--- src/rtl/sram_bist_ctrl.sv ---
// March-style SRAM BIST controller: W0 (write background), R0W1 (read
// background then write its inverse, ascending), R1 (read inverse,
// descending), DRAIN (last compare). Memory outputs are registered.
module sram_bist_ctrl #(
  parameter int unsigned        BW_DATA = 64,
  parameter int unsigned        BW_ADDR = 6,
  parameter logic [BW_DATA-1:0] PATTERN = {BW_DATA/2{2'b01}}
) (
  input  logic               i_clk,
  input  logic               i_rstn,
  input  logic               i_start,
  input  logic [BW_DATA-1:0] i_mem_data,
  output logic [BW_DATA-1:0] o_mem_data,
  output logic [BW_ADDR-1:0] o_mem_addr,
  output logic               o_mem_cen,
  output logic               o_mem_wen,
  output logic               o_mem_oen,
  output logic               o_busy,
  output logic               o_done,
  output logic               o_fail,
  output logic [BW_ADDR-1:0] o_fail_addr,
  output logic [BW_ADDR+1:0] o_err_cnt
);

  typedef enum logic [2:0] {IDLE, W0, R0W1, R1, DRAIN, DONE} state_t;

  localparam logic [BW_ADDR-1:0] ADDR_MAX = '1;

  state_t             state_q, state_d;
  logic [BW_ADDR-1:0] addr_d;
  logic               sub_q, sub_d;     // R0W1: 0 = read half, 1 = write half
  logic               rd_pend_q;        // an R1 read was issued last cycle
  logic [BW_ADDR-1:0] rd_addr_q;        // address of that R1 read
  logic               clear;
  logic               cen_d, wen_d, oen_d;
  logic [BW_DATA-1:0] wdata_d;
  logic               cmp_r0w1;
  logic [BW_DATA-1:0] cmp_exp;
  logic [BW_ADDR-1:0] cmp_addr;
  logic               mismatch;

  // Next-state, next-address and next memory-control decode
  always_comb begin
    state_d = state_q;
    addr_d  = o_mem_addr;
    sub_d   = sub_q;
    clear   = 1'b0;
    case (state_q)
      IDLE, DONE: begin
        if (i_start) begin
          state_d = W0;
          addr_d  = '0;
          sub_d   = 1'b0;
          clear   = 1'b1;
        end
      end
      W0: begin
        if (o_mem_addr == ADDR_MAX) begin
          state_d = R0W1;
          addr_d  = '0;
          sub_d   = 1'b0;
        end else begin
          addr_d = o_mem_addr + 1'b1;
        end
      end
      R0W1: begin
        if (!sub_q) begin
          sub_d = 1'b1;
        end else if (o_mem_addr == ADDR_MAX) begin
          state_d = R1;
          addr_d  = ADDR_MAX;
          sub_d   = 1'b0;
        end else begin
          addr_d = o_mem_addr + 1'b1;
          sub_d  = 1'b0;
        end
      end
      R1: begin
        if (o_mem_addr == '0) begin
          state_d = DRAIN;
        end else begin
          addr_d = o_mem_addr - 1'b1;
        end
      end
      DRAIN:   state_d = DONE;
      default: state_d = IDLE;
    endcase

    cen_d   = (state_d == W0) || (state_d == R0W1) || (state_d == R1);
    wen_d   = (state_d == W0) || ((state_d == R0W1) && sub_d);
    oen_d   = (state_d == R1) || ((state_d == R0W1) && !sub_d);
    wdata_d = '0;
    if (state_d == W0)
      wdata_d = PATTERN;
    else if ((state_d == R0W1) && sub_d)
      wdata_d = ~PATTERN;
  end

  // Read data lands one cycle after the access: R0W1 checks it during its
  // write half, R1 checks it one cycle later against the delayed address.
  always_comb begin
    cmp_r0w1 = (state_q == R0W1) && sub_q;
    cmp_exp  = cmp_r0w1 ? PATTERN : ~PATTERN;
    cmp_addr = cmp_r0w1 ? o_mem_addr : rd_addr_q;
    mismatch = (cmp_r0w1 || rd_pend_q) && (i_mem_data != cmp_exp);
  end

  // State, address and registered memory interface
  always_ff @(posedge i_clk or negedge i_rstn) begin
    if (!i_rstn) begin
      state_q    <= IDLE;
      sub_q      <= 1'b0;
      o_mem_addr <= '0;
      o_mem_data <= '0;
      o_mem_cen  <= 1'b0;
      o_mem_wen  <= 1'b0;
      o_mem_oen  <= 1'b0;
      rd_pend_q  <= 1'b0;
      rd_addr_q  <= '0;
    end else begin
      state_q    <= state_d;
      sub_q      <= sub_d;
      o_mem_addr <= addr_d;
      o_mem_data <= wdata_d;
      o_mem_cen  <= cen_d;
      o_mem_wen  <= wen_d;
      o_mem_oen  <= oen_d;
      rd_pend_q  <= (state_q == R1);
      rd_addr_q  <= o_mem_addr;
    end
  end

  // Result flags: cleared on an accepted start, updated on each mismatch
  always_ff @(posedge i_clk or negedge i_rstn) begin
    if (!i_rstn) begin
      o_fail      <= 1'b0;
      o_fail_addr <= '0;
      o_err_cnt   <= '0;
    end else if (clear) begin
      o_fail      <= 1'b0;
      o_fail_addr <= '0;
      o_err_cnt   <= '0;
    end else if (mismatch) begin
      o_err_cnt <= o_err_cnt + 1'b1;
      if (!o_fail) begin
        o_fail      <= 1'b1;
        o_fail_addr <= cmp_addr;
      end
    end
  end

  // Status decode from the state register
  always_comb begin
    o_busy = (state_q == W0) || (state_q == R0W1) || (state_q == R1) || (state_q == DRAIN);
    o_done = (state_q == DONE);
  end

endmodule

--- config.mk ---
export PLATFORM = sky130hd
export DESIGN_NAME = sram_bist_ctrl
export DESIGN_NICKNAME = d
export VERILOG_FILES = /design/src/rtl/sram_bist_ctrl.sv
export SDC_FILE = /design/constraint.sdc
export NUM_CORES = 1
export LEC_CHECK = 0
export CORE_MARGIN = 2
export CORE_UTILIZATION = 30
export DETAILED_ROUTE_END_ITERATION = 10
export PLACE_DENSITY_LB_ADDON = 0.15
export RECOVER_POWER = 25
export REMOVE_ABC_BUFFERS = 1
export SYNTH_ARGS = -nofsm -noshare
export SYNTH_HDL_FRONTEND = slang
export SYNTH_SLANG_ARGS = --single-unit
--- constraint.sdc ---
create_clock -name i_clk -period 6.4 [get_ports i_clk]
set_input_delay 1.28 -clock i_clk [delete_from_list [all_inputs] [get_ports i_clk]]
set_output_delay 1.28 -clock i_clk [all_outputs]
set_load 0.02 [all_outputs]
; ---- Word level (Yosys, flattened, before mapping)
; Cells that the tools add are included.
[op_classes]
add_sub_neg = 3
n_mux = 29
reduce_logical = 20
n_eq_ne = 14
[op_table]
columns = operator, n
row1 = $mux W64, 3
row2 = $ne A64 B64 Y1, 1
row3 = $mux W6, 9
row4 = $pmux W6 S4, 1
row5 = $mux W8, 2
row6 = $mux W3, 5
row7 = $pmux W3 S5, 1
row8 = $eq A3 B2 Y1 const B, 4
row9 = $add A8 B1 Y8 const B, 1
row10 = $logic_or A1 B1 Y1, 8
row11 = $mux W1, 7
row12 = $add A6 B1 Y6 const B, 1
row13 = $eq A3 B1 Y1 const B, 2
row14 = $eq A3 B3 Y1 const B, 2
row15 = $eq A6 B6 Y1 const B, 1
row16 = $logic_not A6 Y1, 1
row17 = $ne A2 B2 Y1 const B, 3
row18 = $sub A6 B1 Y6 const B, 1
row19 = $logic_and A1 B1 Y1, 4
row20 = $reduce_and A4 Y1, 1
row21 = $reduce_bool A4 Y1, 1
row22 = $logic_not A3 Y1, 1
row23 = $pmux W1 S3, 1
row24 = $ne A2 B1 Y1 const B, 1
row25 = 4 further kinds, 4
[word_totals]
out_inout_bits = 90
word_cells = 78
input_bits = 67
register_bits = 99

; ---- Depth between registers and ports, before layout
; Gate-level depths: netlist (run 1).
[depth]
ltp_word = 8
ltp_mapped = 11
depth_no_buf = 8

; ---- Least setup slack after synthesis (run 1)
; Ideal clock, no wire load.
[synth_timing]
path_kind = input to register
from = input i_mem_data[3]
to = register o_fail_addr[0]
n_path_buf = 2
setup_slack_ns = 3.695
required_time_ns = 6.255
arrival_ns = 2.560
setup_time_ns = 0.145
path_stages = 8
cell_sequence = nor4b_1 > nand4_1 > nor4_2 > o22ai_2 > buf_6 > buf_6 > a21oi_1 > a211oi_2
[synth_between]
elab_chain_cells = 4
[synth_lines]
columns = item, line
row1 = from (decl), 12  ; input logic [BW_DATA-1:0] i_mem_data,
row2 = $ne A64 B64 Y1, 105  ; mismatch = (cmp_r0w1 || rd_pend_q) && (i_mem_data != cmp_exp);
row3 = $logic_and A1 B1 Y1, 105
row4 = $reduce_bool A2 Y1 (no line), -
row5 = $reduce_and A2 Y1 (no line), -
row6 = to (signal assigned), 147  ; o_fail_addr <= cmp_addr;
row7 = to (decl), 21  ; output logic [BW_ADDR-1:0] o_fail_addr,
; No other way between the ends.
; A chain may end at the register's enable or synchronous reset.

; ---- Worst setup path in the final report (run 1)
[layout_timing]
from = register state_q[0]
to = output o_done
[layout_between]
elab_chain_cells = 1
[layout_lines]
columns = item, line
row1 = from (decl), 29  ; state_t state_q, state_d;
row2 = from (signal assigned), 121  ; state_q <= state_d;
row3 = $eq A3 B3 Y1, 155  ; o_done = (state_q == DONE);
row4 = to (decl), 19  ; output logic o_done,
; No other way between the ends.

==> flow_summary.ini, run 1 <==
[run_status]
status = finished, violations left
failed_checks = max-capacitance violations, max-slew violations

[global_route]
antenna_found_initial = 0
grt_overflow = 0
grt_usage = 0.1569
grt_max_degree = 38
grt_pass1_vias = 2575
grt_pass1_wl_mm = 13.94

[placed_design]
placedCellCount = 544
dp_hpwl_mm = 6.467
gp_congestion = 0.8253
place_ws_ns = 2.614
portBuffers = 156

[timing]
drv_slew = 38
final-hold-violation-count = 0
grt_setup_unrepaired = false
tightest_slew_ns = 1.911
skew_ns = 0.005978
whs_ns = 0.5316
setup_viol = 0
layout_setup_ws_ns = 2.821
timing.final.crit_share = 0.5592
slew_headroom = -0.2737
fin_crit_ns = 3.579
fmax_mhz = 279.4
finalSetupTns_ns = 0

[power_and_ir_drop]
power_density_nw_per_um2 = 108.6
sw_frac_of_total = 0.2114
p_sw_mw = 0.09693
power_frac_clock = 0.359
cellLeakagePower_nw = 1.643
p_int_mw = 0.3616
p_comb_frac = 0.131
sequentialPowerShare = 0.510
peakVddDrop_v = 0.00006918

[floorplan]
dieArea_um2 = 10750
start_util = 0.3065
die_y_um = 103.7
core_um2 = 9729
ioPinCount = 157
num_rows = 36
die_w_um = 103.7

[logic_synthesis]
netlist_top_cells_count = buf_4, dfrtp_1, nor4bb_1, nand2_1, a21oi_1
ys_top_cells_by_area = dfrtp_1, buf_4, nor4bb_1
yosys_register_bits = 37
ys_seq_area_frac = 0.3105
synth_cells = 336
synth_cell_type_count = 57
synth_edf_count = 0
synth.area.mux_share = 0.03021
synth_top_area_share = 0.3105
synthFlopType = dfrtp_1
synth.yosys.warnings = 0
async_flop_share = 1.000
synth_area_um2 = 2982
synth-simple-area-share = 0.2585
yosys.area_share.adder = 0.01595
post_synth.cell_area_avg_um2 = 8.874
synth.most_common_cell = buf_4
synth_top_family_by_area = simple AND/OR/NAND/NOR gates
synth_compound_area_frac = 0.1649
yosys.area_share.xor_xnor = 0.01469
yosysTopAreaCell = dfrtp_1

[final_layout]
final_cell_count_no_fill = 551
post-route-util = 0.4340
fill_cells = 963
final_nets = 488
area_growth_pct = 41.63
drive_gt1_frac = 0.04545
n_antenna_cell = 0

[route]
postRouteWirelength_mm = 8.605
drt_iter0_markers = 102
viasPerCell = 4.851
wire_per_inst_um = 15.62
ant_nets = 0
dr.pass1.iters = 4
dr_total_vias = 2673
remaining_drc_errors = 0

[critical_path]
worstPathRequired_ns = 5.12
slowest_delay_ns = 0.80
crit_path_top_delay_cell = dfrtp_1
critPathKind = reg2out
cp-start-kind = register
path_cells = inv_1 -> nor3_1 -> clkdlybuf4s50_1
r2r_setup_slack_ns = 3.25
critPathArrivalTime_ns = 2.30
endpoint_kind = output port
reg2reg_to = o_fail_addr[2]
r2r-start = state_q[1]
rr_worst_depth = 5
cp-startpoint = state_q[0]
worstPathMaxFanout = 24

[hold_path]
hp-class = reg2reg
hp-start = o_fail
hold_path_depth = 2
min_to = o_fail

[cts]
cts_tree = built
cts-buffers-inserted = 5
post_cts_buffers = 0
clk_latency_ns = 0.29
htree_num_levels = 2
clkTransAtPathRegs_ns = 0.07
clock_sinks = 37
cts_resized = 0
clockRootBuffer = clkbuf_8
cts_max_path_buffers = 2
hold_buffers = 0

[job]
cap_violations = 1
layer usage:
layer / share of wire / vias to the layer above / GRT usage / wire length [um]
met5: 0 / - / 0 / 0
met4: 0.0094 / 0 / 0.03571 / 81
met3: 0.063 / 7 / 0.03902 / 545
met2: 0.47 / 88 / 0.2531 / 4042
met1: 0.46 / 1248 / 0.2124 / 3935
li1: - / 1330 / - / -
final cells by class:
cell class                 count  area [um^2]  share of cell area
inverter                      10        37.54            0.008889
timing repair buffer         157         1563              0.3701
sequential                    37        925.9              0.2193
multi-input combinational    207         1444              0.3419
clock buffer                   7        86.33             0.02044
tap                          133        166.4             0.03941
worst max path at each step:
stage / end / slack, ns / cells after the start
2_1_floorplan: o_mem_data[0] / 1.02 / 0
3_3_place_gp: o_fail_addr[2] / 2.55 / 7
3_5_place_dp: o_fail_addr[0] / 2.61 / 7
4_1_cts: o_done / 2.83 / 3
5_1_grt: o_done / 2.69 / 3
6_report: o_done / 2.82 / 3
power by group through the flow:
| stage | Combinational, mW | Clock, mW | Sequential, mW |
|---|---|---|---|
| 2_1_floorplan | 0.00930 | 0 | 0.238 |
| 3_5_place_dp | 0.0604 | 0 | 0.238 |
| 6_report | 0.0601 | 0.165 | 0.234 |
| 3_3_place_gp | 0.0602 | 0 | 0.238 |
| 4_1_cts | 0.0608 | 0.172 | 0.234 |
| 5_1_grt | 0.0647 | 0.187 | 0.234 |
worst max-delay path: cells and delay by family (launching register included):
family        cells  cell delay, ns
buf+inv           2            0.94
flops             1            0.80
simple gates      1            0.27
layout by cell type (no fill, tap or decap), types with 2 or more instances in the layout:
master           count
and3_1               3
a31oi_1              2
o221ai_1             2
nor3_1               5
nor2b_1              2
o22ai_1              2
nand2_1             22
and4b_1              3
o21ai_0             11
dfrtp_1             37
or3_1                2
clkbuf_1             2
nor2_1              17
or4_1                2
inv_1               10
clkdlybuf4s50_1    155
a31o_1               3
nor4_1               2
ha_1                 3
nor4bb_1            26
nor4b_1              3
mux2i_1              9
a211oi_2             6
nand3_1              6
a211oi_1             2
xnor2_1              4
and2_1               2
a311o_1              3
o21ai_1              4
a21oi_1             21
clkbuf_8             6
and2_0               2
nand2b_1             6
nand4_1             12
cell families (layout without fill, tap and decap cells):
logic type | Yosys count | after routing
simple gates | 120 | 120
fa+ha+maj | 4 | 4
compound gates | 69 | 69
buf+inv | 92 | 174
xor+xnor | 5 | 5
flops | 37 | 37
mux | 9 | 9
state kept, by name, summed over array words and instances (netlist names), 2 cells and up:
name / cells
o_mem_addr: 6
rd_addr_q: 6
o_fail_addr: 6
state_q: 3
o_err_cnt: 8
o_mem_data: 2
per-stage QoR:
stage | power, mW | area [um^2]
floorplan | 0.2476 | 2407
global placement | 0.2984 | 4138
detailed placement | 0.2986 | 4138
CTS | 0.4669 | 4224
global route | 0.4854 | 4223
finish | 0.4585 | 4223
Note: power is estimated with default switching activity, not from simulation.
==> run 2: changes to the inputs <==
==> constraint.sdc (replaced) <==
create_clock -name i_clk -period 3.7 [get_ports i_clk]
set_input_delay 0.74 -clock i_clk [delete_from_list [all_inputs] [get_ports i_clk]]
set_output_delay 0.74 -clock i_clk [all_outputs]
set_load 0.02 [all_outputs]
==> run 2 against run 1 <==
The run still ends with max-capacitance violations, max-slew violations left. Highest routed layer unchanged. Sequential power increased by 73%. Critical path type unchanged. Cell area grew 0.44%. Largest power group unchanged. Final cell count grew 0.36%.
==> flow_summary.ini, run 2 (synthesized netlist as in run 1, its figures left out) <==
[run_status]
status = finished, violations left
failed_checks = max-capacitance violations, max-slew violations

[power_and_ir_drop]
peakVddDrop_v = 0.0001233
power_density_nw_per_um2 = 189.1
cellLeakagePower_nw = 1.651
total_power_mw = 0.8023

[cts]
clock_sinks = 37
htree_num_levels = 2
cts_resized = 0
clkTransAtPathRegs_ns = 0.08
clockRootBuffer = clkbuf_8
cts_max_path_buffers = 2
cts-buffers-inserted = 5
post_cts_buffers = 0
cts_tree = built
hold_buffers = 0
clk_latency_ns = 0.29

[route]
dr.pass1.iters = 4
ant_nets = 0
postRouteWirelength_mm = 8.714
drt_iter0_markers = 99
viasPerCell = 4.866
remaining_drc_errors = 0
wire_per_inst_um = 15.76
dr_total_vias = 2691

[final_layout]
final_nets = 490
n_antenna_cell = 0
regMostFlops = o_err_cnt
drive_gt1_frac = 0.05238
fill_cells = 977
largest_reg_flops = 8
final_cell_count_no_fill = 553
final_cell_mix = clkdlybuf4s50_1, dfrtp_1, nor4bb_1, nand2_1, a21oi_1
area_growth_pct = 42.26
layout_commonest_cell = clkdlybuf4s50_1
post-route-util = 0.4360

[global_route]
grt_usage = 0.1603
grt_overflow = 0
grt_pass1_wl_mm = 14.28
grt_pass1_vias = 2647
antenna_found_initial = 0
grt_max_degree = 38

[floorplan]
core_um2 = 9729
num_rows = 36
ioPinCount = 157
die_w_um = 103.7
start_util = 0.3065
dieArea_um2 = 10750
die_y_um = 103.7

[critical_path]
path_cells = inv_1 -> nor3_1 -> clkdlybuf4s50_1
crit_path_top_delay_cell = dfrtp_1
worstPathRequired_ns = 2.96
worstPathMaxFanout = 17
r2r_setup_slack_ns = 1.03
critPathKind = reg2out
critical_path.top_delay_family = buffers and inverters
endpoint_kind = output port
cp-start-kind = register
critPathArrivalTime_ns = 1.98
cp_num_buf_inv = 2
slowest_delay_ns = 0.65

[placed_design]
portBuffers = 156
gp_congestion = 0.8183
placedCellCount = 546
dp_hpwl_mm = 6.605
place_ws_ns = 0.6875

[timing]
final-hold-violation-count = 0
drv_slew = 38
setup_viol = 0
timing.final.crit_share = 0.7348
fmax_mhz = 367.8
fin_crit_ns = 2.719
tightest_slew_ns = 1.961
layout_setup_ws_ns = 0.9812
finalSetupTns_ns = 0
grt_setup_unrepaired = false
slew_headroom = -0.3073
skew_ns = 0.007147

[hold_path]
hp-class = reg2reg

[job]
cap_violations = 1
-- run 2: worst register-to-register path: stages (launching register included) --
cell      delay, ns
dfrtp_1        0.72
inv_1          0.41
or3_1          0.62
nand2_2        0.15
o22ai_2        0.09
and2_0         0.35
a211oi_2       0.25
-- run 2: metal layers --
metal / global-route usage / up-vias / share of wire
li1: - / 1341 / -
met1: 0.2217 / 1269 / 0.47
met2: 0.2588 / 73 / 0.48
met3: 0.03398 / 8 / 0.044
met4: 0.03378 / 0 / 0.0072
met5: 0 / - / 0
-- run 2: path summary, 6_finish.rpt --
| kind | from | endpoint | cells past startpoint |
|---|---|---|---|
| worst max-delay path | state_q[2] | o_done | 3 |
| worst min-delay path | o_fail | o_fail | 2 |
| worst max register to register | state_q[1] | o_fail_addr[4] | 6 |
| worst min register to register | o_fail | o_fail | 2 |
| max in group asynchronous | i_rstn | o_fail_addr[4] | 1 |
| min in group asynchronous | i_rstn | o_err_cnt[4] | 1 |
-- run 2: final cells by class --
cell class | instances | area, um^2 | share of cell area
flip-flops and latches | 37 | 925.9 | 0.2183
multi-input cells | 207 | 1444 | 0.3404
repair buffers | 159 | 1578 | 0.3720
well taps | 133 | 166.4 | 0.03923
clock buffers | 6 | 82.58 | 0.01947
inverters | 10 | 37.54 | 0.008850
clock inverters | 1 | 7.507 | 0.001770
-- run 2: power by group --
part / internal, mW / leakage (nW) / switching, mW
sequential: 0.404 / 0.456 / 0
combinational: 0.0734 / 1.15 / 0.0306
clock: 0.147 / 0.0433 / 0.147
total: 0.625 / 1.65 / 0.177
-- run 2: through the flow --
| stage | hold WS (ns) | instance area [um^2] |
|---|---|---|
| floorplan | 0.4444 | 2407 |
| global placement | 0.5181 | 4153 |
| detailed placement | 0.5408 | 4153 |
| CTS | 0.5580 | 4243 |
| global route | 0.5894 | 4242 |
| finish | 0.5528 | 4242 |
